$ cat src/rtl/mbist_addr_gen_pkg.sv
// Shared types and default geometry for the MBIST address generator.
package mbist_pkg;

    localparam int DEF_ROW_W = 5;
    localparam int DEF_COL_W = 5;

    typedef enum logic {
        ST_IDLE = 1'b0,
        ST_RUN  = 1'b1
    } state_t;

    typedef enum logic {
        MODE_LINEAR   = 1'b0,
        MODE_ROW_FAST = 1'b1
    } mode_t;

endpackage

$ cat src/rtl/mbist_addr_gen_if.sv
// Control/status bundle between an MBIST controller (master) and the address generator (slave).
interface mbist_addr_gen_if
    import mbist_pkg::*;
#(
    parameter int ADDR_W = DEF_ROW_W + DEF_COL_W
);
    logic              i_start;
    logic              i_abort;
    logic              i_cen;
    logic              i_u_d;
    logic              i_mode;
    logic [ADDR_W-1:0] i_lo_addr;
    logic [ADDR_W-1:0] i_hi_addr;
    logic [ADDR_W-1:0] o_addr;
    logic              o_busy;
    logic              o_last;
    logic              o_done;
    logic              o_err;

    modport master (
        output i_start, i_abort, i_cen, i_u_d, i_mode, i_lo_addr, i_hi_addr,
        input  o_addr, o_busy, o_last, o_done, o_err
    );

    modport slave (
        input  i_start, i_abort, i_cen, i_u_d, i_mode, i_lo_addr, i_hi_addr,
        output o_addr, o_busy, o_last, o_done, o_err
    );

endinterface

$ cat src/rtl/mbist_addr_gen_field_cnt.sv
// Up/down counter for one address field (row or column) with load and enable.
module mbist_field_cnt #(
    parameter int W = 5
) (
    input  logic         clk,
    input  logic         rst,
    input  logic         i_en,
    input  logic         i_load,
    input  logic         i_up,
    input  logic [W-1:0] i_load_val,
    output logic [W-1:0] o_val,
    output logic         o_carry
);
    logic [W-1:0] r_val;

    always_ff @(posedge clk) begin
        if (rst) begin
            r_val <= '0;
        end else if (i_load) begin
            r_val <= i_load_val;
        end else if (i_en) begin
            r_val <= i_up ? (r_val + 1'b1) : (r_val - 1'b1);
        end
    end

    // Carry is the raw wrap condition; the parent gates it with its own step so
    // the row/col chaining never forms a combinational loop.
    assign o_carry = i_up ? (&r_val) : (~|r_val);
    assign o_val   = r_val;

endmodule

$ cat src/rtl/mbist_addr_gen.sv
// MBIST address sweep generator: linear (column-fast, bounded) or row-fast (full array) order.
module mbist_addr_gen
    import mbist_pkg::*;
#(
    parameter int ROW_W = DEF_ROW_W,
    parameter int COL_W = DEF_COL_W
) (
    input logic              clk,
    input logic              rst,
    mbist_addr_gen_if.slave  bus
);
    localparam int ADDR_W = ROW_W + COL_W;

    state_t            r_state;
    state_t            w_next_state;
    logic              r_ud;
    mode_t             r_mode;
    logic [ADDR_W-1:0] r_lo;
    logic [ADDR_W-1:0] r_hi;
    logic              r_done;
    logic              r_err;

    logic              w_load;
    logic              w_step;
    logic              w_done_nxt;
    logic              w_err_nxt;
    logic              w_last;
    mode_t             w_in_mode;
    logic [ADDR_W-1:0] w_first;
    logic [ADDR_W-1:0] w_term;
    logic [ADDR_W-1:0] w_addr;
    logic [ROW_W-1:0]  w_row;
    logic [COL_W-1:0]  w_col;
    logic              w_row_carry;
    logic              w_col_carry;
    logic              w_row_en;
    logic              w_col_en;

    assign w_in_mode = mode_t'(bus.i_mode);

    assign w_first = (w_in_mode == MODE_LINEAR)
                   ? (bus.i_u_d ? bus.i_lo_addr : bus.i_hi_addr)
                   : (bus.i_u_d ? {ADDR_W{1'b0}} : {ADDR_W{1'b1}});

    assign w_term = (r_mode == MODE_LINEAR)
                  ? (r_ud ? r_hi : r_lo)
                  : (r_ud ? {ADDR_W{1'b1}} : {ADDR_W{1'b0}});

    assign w_addr = {w_row, w_col};
    assign w_last = (r_state == ST_RUN) && (w_addr == w_term);

    always_comb begin
        w_next_state = r_state;
        w_load       = 1'b0;
        w_step       = 1'b0;
        w_done_nxt   = 1'b0;
        w_err_nxt    = 1'b0;
        case (r_state)
            ST_IDLE: begin
                if (bus.i_start) begin
                    if ((w_in_mode == MODE_LINEAR) && (bus.i_lo_addr > bus.i_hi_addr)) begin
                        w_err_nxt = 1'b1;
                    end else begin
                        w_next_state = ST_RUN;
                        w_load       = 1'b1;
                    end
                end
            end
            ST_RUN: begin
                if (bus.i_abort) begin
                    w_next_state = ST_IDLE;
                end else if (bus.i_cen) begin
                    if (w_last) begin
                        w_next_state = ST_IDLE;
                        w_done_nxt   = 1'b1;
                    end else begin
                        w_step = 1'b1;
                    end
                end
            end
            default: w_next_state = ST_IDLE;
        endcase
    end

    // Linear order: col is the fast field and carries into row; row-fast swaps the roles.
    assign w_col_en = (r_mode == MODE_ROW_FAST) ? (w_step && w_row_carry) : w_step;
    assign w_row_en = (r_mode == MODE_ROW_FAST) ? w_step : (w_step && w_col_carry);

    always_ff @(posedge clk) begin
        if (rst) begin
            r_state <= ST_IDLE;
            r_done  <= 1'b0;
            r_err   <= 1'b0;
        end else begin
            r_state <= w_next_state;
            r_done  <= w_done_nxt;
            r_err   <= w_err_nxt;
        end
    end

    always_ff @(posedge clk) begin
        if (rst) begin
            r_ud   <= 1'b1;
            r_mode <= MODE_LINEAR;
            r_lo   <= '0;
            r_hi   <= '0;
        end else if (w_load) begin
            r_ud   <= bus.i_u_d;
            r_mode <= w_in_mode;
            r_lo   <= bus.i_lo_addr;
            r_hi   <= bus.i_hi_addr;
        end
    end

    mbist_field_cnt #(.W(ROW_W)) u_row_cnt (
        .clk        (clk),
        .rst        (rst),
        .i_en       (w_row_en),
        .i_load     (w_load),
        .i_up       (r_ud),
        .i_load_val (w_first[ADDR_W-1:COL_W]),
        .o_val      (w_row),
        .o_carry    (w_row_carry)
    );

    mbist_field_cnt #(.W(COL_W)) u_col_cnt (
        .clk        (clk),
        .rst        (rst),
        .i_en       (w_col_en),
        .i_load     (w_load),
        .i_up       (r_ud),
        .i_load_val (w_first[COL_W-1:0]),
        .o_val      (w_col),
        .o_carry    (w_col_carry)
    );

    assign bus.o_addr = w_addr;
    assign bus.o_busy = (r_state == ST_RUN);
    assign bus.o_last = w_last;
    assign bus.o_done = r_done;
    assign bus.o_err  = r_err;

endmodule
$ cat src/flat_wrapper.sv
// flat-port wrapper written by rule: the top's interface ports become plain ports
module mbist_addr_gen_flat import mbist_pkg::*;
#(
    parameter int ROW_W = DEF_ROW_W,
    parameter int COL_W = DEF_COL_W
)
  (clk, rst, bus_i_start, bus_i_abort, bus_i_cen, bus_i_u_d, bus_i_mode, bus_i_lo_addr, bus_i_hi_addr, bus_o_addr, bus_o_busy, bus_o_last, bus_o_done, bus_o_err);
  mbist_addr_gen_if bus_i ();
  input logic clk;
  input logic rst;
  input wire logic [$bits(bus_i.i_start)-1:0] bus_i_start;
  input wire logic [$bits(bus_i.i_abort)-1:0] bus_i_abort;
  input wire logic [$bits(bus_i.i_cen)-1:0] bus_i_cen;
  input wire logic [$bits(bus_i.i_u_d)-1:0] bus_i_u_d;
  input wire logic [$bits(bus_i.i_mode)-1:0] bus_i_mode;
  input wire logic [$bits(bus_i.i_lo_addr)-1:0] bus_i_lo_addr;
  input wire logic [$bits(bus_i.i_hi_addr)-1:0] bus_i_hi_addr;
  output wire logic [$bits(bus_i.o_addr)-1:0] bus_o_addr;
  output wire logic [$bits(bus_i.o_busy)-1:0] bus_o_busy;
  output wire logic [$bits(bus_i.o_last)-1:0] bus_o_last;
  output wire logic [$bits(bus_i.o_done)-1:0] bus_o_done;
  output wire logic [$bits(bus_i.o_err)-1:0] bus_o_err;
  assign bus_i.i_start = bus_i_start;
  assign bus_i.i_abort = bus_i_abort;
  assign bus_i.i_cen = bus_i_cen;
  assign bus_i.i_u_d = bus_i_u_d;
  assign bus_i.i_mode = bus_i_mode;
  assign bus_i.i_lo_addr = bus_i_lo_addr;
  assign bus_i.i_hi_addr = bus_i_hi_addr;
  assign bus_o_addr = bus_i.o_addr;
  assign bus_o_busy = bus_i.o_busy;
  assign bus_o_last = bus_i.o_last;
  assign bus_o_done = bus_i.o_done;
  assign bus_o_err = bus_i.o_err;
  mbist_addr_gen #(.ROW_W(ROW_W), .COL_W(COL_W)) u_core (.clk(clk), .rst(rst), .bus(bus_i));
endmodule
$ cat config.mk
export PLATFORM = sky130hd
export DESIGN_NAME = mbist_addr_gen_flat
export DESIGN_NICKNAME = d
export VERILOG_FILES = /design/src/rtl/mbist_addr_gen_pkg.sv /design/src/rtl/mbist_addr_gen_if.sv /design/src/rtl/mbist_addr_gen_field_cnt.sv /design/src/rtl/mbist_addr_gen.sv /design/src/flat_wrapper.sv
export SDC_FILE = /design/constraint.sdc
export NUM_CORES = 1
export LEC_CHECK = 0
export ABC_CLOCK_PERIOD_IN_PS = 3200
export BUFFER_PORTS_ARGS = -buffer_cell sky130_fd_sc_hd__buf_2
export CAP_MARGIN = 20
export CORE_AREA = 2 2 59 117
export DETAILED_ROUTE_END_ITERATION = 12
export DIE_AREA = 0 0 61 119
export PLACE_DENSITY = 0.58
export SKIP_CTS_REPAIR_TIMING = 1
export SLEW_MARGIN = 25
export SYNTH_ARGS = -nofsm -noshare
export SYNTH_HDL_FRONTEND = slang
export SYNTH_HIERARCHICAL = 1
export SYNTH_SLANG_ARGS = --single-unit
export TNS_END_PERCENT = 20
$ cat constraint.sdc
create_clock -name clk -period 3.2 [get_ports clk]
set_clock_uncertainty 0.15 [all_clocks]
set_input_delay 0 -clock clk [delete_from_list [all_inputs] [get_ports clk]]
set_output_delay 0 -clock clk [all_outputs]
set_load 0.01 [all_outputs]
=== Word level (Yosys, flattened, before mapping) ===
Index checks and enable logic that the tools add are counted.

* Flip-flop bits (word level): 35
* Bits in latches: 0
* RAM bits: 0
* Bits in read-only memories: 0
* Input bits: 27
* Output and inout bits: 14
* Word-level logic and storage cells: 61
* Memories: 0

* Add/subtract/negate cells: 4
* Multipliers: 0
* Divide/modulo/power cells: 0
* Magnitude comparators: 1
* Equality and inequality tests: 1
* Shift-type cells: 0
* Multiplexer cells: 28
* Bitwise logic cells: 4
* Reductions and logical operators: 14

{| class="wikitable"
|+ Operators with widths
! cell !! number
|-
| $mux 10 || 6
|-
| $mux 5 || 6
|-
| $mux 1 || 15
|-
| $add 5x1->5 const B || 2
|-
| $eq 10x10->1 || 1
|-
| $gt 10x10->1 || 1
|-
| $reduce_and 5->1 || 2
|-
| $reduce_or 5->1 || 2
|-
| $sub 5x1->5 const B || 2
|-
| $logic_and 1x1->1 || 4
|-
| $not 1->1 || 4
|-
| $reduce_bool 2->1 || 2
|-
| $reduce_or 4->1 || 1
|-
| $reduce_or 3->1 || 1
|-
| $logic_not 1->1 || 2
|-
| $pmux 1 s2 || 1
|}

=== Logic depth before layout (Yosys ltp) ===
* Depth after elaboration: 12
* Mapped depth: 13

=== Hierarchy ===
The synthesis kept the hierarchy.

{| class="wikitable"
|+ Modules (own cells, without submodules)
! module !! instances !! cells each !! area an instance (sq um)
|-
| mbist_addr_gen || 1 || 225 || 1,650.3
|-
| mbist_field_cnt || 2 || 48 || 414.1
|}

=== Worst setup path after synthesis ===
OpenSTA, ideal clock, no wires.

* Path kind: reg2reg
* Start: reg u_core.r_ud
* End: reg u_core.u_col_cnt.r_val[4] (netlist: u_core/u_col_cnt/o_val[4])
* Library setup time: 0.079 ns
* Data arrival time: 2.353 ns
* Required time: 2.971 ns
* Slack: 0.618 ns
* Stages on the path, launching flop included: 12
* Path buffers: 2
* Period minus slack after synthesis: 2.582 ns
* Cells stage by stage: dfxtp_1 -> clkbuf_1 -> o22ai_1 -> xor2_1 -> nand4_1 -> nor4_4 -> nor3_1 -> buf_2 -> nand2b_1 -> nor2_1 -> or4b_1 -> o211ai_1

* Longest elaborated chain between the ends: 11

{| class="wikitable"
|+ RTL lines
! element !! RTL line !! source
|-
| from (decl) || mbist_addr_gen.sv:16 || <nowiki>logic r_ud;</nowiki>
|-
| from (signal assigned) || mbist_addr_gen.sv:108 || <nowiki>r_ud <= bus.i_u_d;</nowiki>
|-
| $mux 10 (on tied branches) || mbist_addr_gen.sv:46, mbist_addr_gen.sv:47 ||
|-
| $mux 10 || mbist_addr_gen.sv:46 || <nowiki>? (r_ud ? r_hi : r_lo)</nowiki>
|-
| $eq 10x10->1 || mbist_addr_gen.sv:50 || <nowiki>assign w_last = (r_state == ST_RUN) && (w_addr == w_term);</nowiki>
|-
| $logic_and 1x1->1 || mbist_addr_gen.sv:50 ||
|-
| $mux 1 || mbist_addr_gen.sv:73 || <nowiki>if (w_last) begin</nowiki>
|-
| $mux 1 || mbist_addr_gen.sv:72 || <nowiki>end else if (bus.i_cen) begin</nowiki>
|-
| $mux 1 || mbist_addr_gen.sv:70 || <nowiki>if (bus.i_abort) begin</nowiki>
|-
| $mux 1 || mbist_addr_gen.sv:58 || <nowiki>case (r_state)</nowiki>
|-
| $logic_and 1x1->1 || mbist_addr_gen.sv:86 || <nowiki>assign w_col_en = (r_mode == MODE_ROW_FAST) ? (w_step && w_row_carry) : w_step;</nowiki>
|-
| $mux 1 * || mbist_addr_gen.sv:86 ||
|-
| via u_core.w_col_en || mbist_addr_gen.sv:37 || <nowiki>logic w_col_en;</nowiki>
|-
| $reduce_bool 2->1 (no line) * || n/a ||
|-
| to (signal assigned) || mbist_addr_gen_field_cnt.sv:20 || <nowiki>r_val <= i_load_val;</nowiki>
|-
| to (signal assigned) || mbist_addr_gen_field_cnt.sv:22 || <nowiki>r_val <= i_up ? (r_val + 1'b1) : (r_val - 1'b1);</nowiki>
|-
| to (decl) || mbist_addr_gen_field_cnt.sv:14 || <nowiki>logic [W-1:0] r_val;</nowiki>
|}

Mark *: on every way through the listed nets, which the timed path passes. The rest lies on a longest branch. The select of a mux whose other input is x is not followed.
A chain may end at the register's enable or synchronous reset.

=== Final worst setup path ===
* Start: in bus_i_hi_addr[5]
* End: reg u_core.r_state (netlist: u_core/bus.o_busy)

* Longest elaborated chain between the ends: 5

{| class="wikitable"
|+ RTL lines
! element !! RTL line !! source
|-
| from (decl) || flat_wrapper.sv:17 || <nowiki>input wire logic [$bits(bus_i.i_hi_addr)-1:0] bus_i_hi_addr;</nowiki>
|-
| $gt 10x10->1 || mbist_addr_gen.sv:61 || <nowiki>if ((w_in_mode == MODE_LINEAR) && (bus.i_lo_addr > bus.i_hi_addr)) begin</nowiki>
|-
| $logic_and 1x1->1 || mbist_addr_gen.sv:61 ||
|-
| $mux 1 || mbist_addr_gen.sv:61 ||
|-
| $mux 1 || mbist_addr_gen.sv:60 || <nowiki>if (bus.i_start) begin</nowiki>
|-
| $pmux 1 s2 || mbist_addr_gen.sv:58 ||
|-
| to (signal assigned) || mbist_addr_gen.sv:95 || <nowiki>r_state <= w_next_state;</nowiki>
|-
| to (decl) || mbist_addr_gen.sv:14 || <nowiki>state_t r_state;</nowiki>
|}

No other way between the ends.

==> results.cfg <==
[run_status]
status = completed

[sta]
hold_violations = 0
rsz0062_at_grt = no
tightestPinTransition_ns = 0.883
fin_tns_setup_ns = 0
min_period_ns = 2.93
max_freq_ghz = 0.342
finalMaxSlewViolations = 0
min_period_over_period = 0.915
setup-violations-final = 0
slew_headroom = 0.411
setup_slack_ns = 0.272

[finish]
final_nets = 423
post-route-util = 0.483
syn_to_final_growth_pct = 25.9
diodes = 0
drive_above_1_share = 0.161
design_area_um2 = 3120

[min_path]
min_to = u_core/r_ud
hold_class = in -> reg
min_path_cells = 4
hold_path.startpoint = bus_i_start

[route]
vias_per_cell = 5.38
drtIter0Drc = 172
ant_nets = 0
routed_wl_um = 7470
wire_per_inst_um = 16.0
via_count = 2507
drtPass1Iterations = 5
post-route-drc-count = 0

[worst_setup_path]
cp_slowest_cell = dlygate4sd3_1
ff2ff_path_depth = 10
end_kind = register
path_cells = dlygate4sd3_1 > buf_2 > inv_1 > ha_1 > nand4_1 > nor3_1 > nor3_1 > o21ai_1 > buf_4 > a21oi_1 > a311oi_1 > dlygate4sd3_1
worstPathArrival_ns = 3.00
start_kind = input pin
cpPeakStageDelay_ns = 0.59
crit_required_ns = 3.27
worstPathMaxFanout = 23
criticalPathCategory = in -> reg
r2r_end = u_core/u_row_cnt/o_val[4]
reg2reg_slack_ns = 0.44
r2r-start = u_core/r_ud

[clock_tree]
cts.clk_slew.worst_paths_ns = 0.05
insertion_delay_ns = 0.28
tritoncts = built
cts_num_sinks = 35
numCtsBuffers = 5
h-tree-depth = 2
clockBufferDepth = 2
cts_root_buf = clkbuf_16

[yosys]
synth_edf_count = 0
syn_inst = 321
synth-seq-cells = 35
syn_nets = 366
yosysWarnings = 6
syn_area_um2 = 2480
synth-main-ff-cell = dfxtp_1
synth.distinct_cells = 44
async_reset_ff_frac = 0
syn_area_per_cell_um2 = 7.72
synth-seq-area-share = 0.283

[flow_run]
drv_cap = 0

[die]
io_pins = 41
dieArea_um2 = 7260
start_util = 0.383
rows = 42
core_um2 = 6460
fp.dieH_um = 119
chipWidth_um = 61

[grt]
grt_pass1_vias = 2319
track_usage = 0.212
grt_max_degree = 38
grt_pass1_wl_um = 11500
gr-total-overflow = 0
grt_antenna_before_repair = 0

[pwr]
vdd.ir_drop.worst_v = 0.000325
power.density_nw_per_um2 = 442
p_total_w = 0.00138
p_leak_nw = 1.32

[placed_design]
portBuffers = 40
placed_cell_area_um2 = 2740
dp_hpwl_um = 5430
post-place-ws_ns = 0.496
gp_congestion = 0.867
## area by class of cell
class                   count  area (um2)
clock buffers               6         139
clock inverters             1        5.00
fillers                   693        3340
inverters                  18        67.6
multi-input cells         247        1610
flip-flops and latches     35         701
well taps                  88         110
repair buffers             71         493
## cells by family (layout without fill, tap and decap cells)
| family | after synthesis | after routing | share of synthesized area |
|---|---|---|---|
| xor gates and xnor gates | 16 | 16 | 0.0565 |
| DFF | 35 | 35 | 0.283 |
| adders and majority gates | 18 | 18 | 0.0969 |
| muxes | 4 | 4 | 0.0172 |
| AOI/OAI and AO/OA | 99 | 99 | 0.228 |
| and+or+nand+nor | 110 | 110 | 0.249 |
| buffers and inverters | 39 | 96 | 0.0697 |
## cells in the mapped netlist, drive strengths merged (4+ instances only)
| cell type | number | area, um2 |
|---|---|---|
| nor3 | 5 | 25.0 |
| clkbuf | 13 | 48.8 |
| inv | 18 | 67.6 |
| o21a | 4 | 30.0 |
| nor3b | 5 | 42.5 |
| nand2b | 4 | 32.5 |
| o211ai | 4 | 30.0 |
| xor2 | 10 | 87.6 |
| xnor2 | 6 | 52.6 |
| ha | 16 | 200 |
| nand4 | 6 | 37.5 |
| nor2b | 14 | 103 |
| buf | 8 | 56.3 |
| o22ai | 10 | 62.6 |
| nor2 | 26 | 97.6 |
| a21oi | 35 | 175 |
| dfxtp | 35 | 701 |
| nand3 | 24 | 120 |
| o21ai | 33 | 165 |
| nand2 | 14 | 52.6 |
## flip-flops by register name, summed over array words and instances, names as in the netlist
| register | count |
|---|---|
| u_core/r_hi | 10 |
| u_core/r_lo | 10 |
| u_core/u_col_cnt/o_val | 5 |
| u_core/u_row_cnt/o_val | 5 |
| u_core/bus.o_busy | 1 |
| u_core/bus.o_done | 1 |
| u_core/bus.o_err | 1 |
| u_core/r_mode | 1 |
| u_core/r_ud | 1 |
## power by group
| part | internal (W) | switching, W | total [W] |
|---|---|---|---|
| registers | 0.000468 | 0.0000422 | 0.000511 |
| logic | 0.000171 | 0.000210 | 0.000382 |
| clock network | 0.000304 | 0.000183 | 0.000486 |
## routing by layer
metal  share of wire  GRT usage  up-vias
met2            0.54      0.353       69
met4           0.035     0.0924        0
met1            0.39      0.257     1177
met5               0          0        -
li1                -          -     1246
met3           0.035     0.0347       15
## worst max-delay path by stage
stage                      from                         to  slack, ns
3_5_place_dp      u_core/r_mode  u_core/u_col_cnt/o_val[2]       0.50
4_1_cts           u_core/r_mode  u_core/u_col_cnt/o_val[2]       0.48
2_1_floorplan       u_core/r_ud  u_core/u_col_cnt/o_val[4]       0.62
3_3_place_gp        u_core/r_ud  u_core/u_row_cnt/o_val[4]       0.57
6_report       bus_i_hi_addr[5]          u_core/bus.o_busy       0.27
5_1_grt        bus_i_hi_addr[2]  u_core/u_col_cnt/o_val[4]       0.14
## cells in the final DEF, fill, tap and decap left out, drive strengths merged, types with 14 or more instances in the layout
master,n
buf,47
a21oi,35
dfxtp,35
o21ai,33
nor2,26
dlygate4sd3,24
nand3,24
inv,18
ha,16
nand2,14
nor2b,14
## through the flow
stage	cells	hold WS, ns
after floorplan	321	-0.0779
after global placement	435	0.0777
after detailed placement	435	0.0736
after CTS	442	-0.215
after global routing	466	0.0979
final	466	0.0610
## critical path, delay by kind of cell
kind	cells	cell delay [ns]
buffers and inverters	5	1.63
AND/OR/NAND/NOR	3	0.56
AO/OA/AOI/OAI	3	0.51
adder cells (fa/ha/maj)	1	0.30
Power figures use the tool's default switching activity.
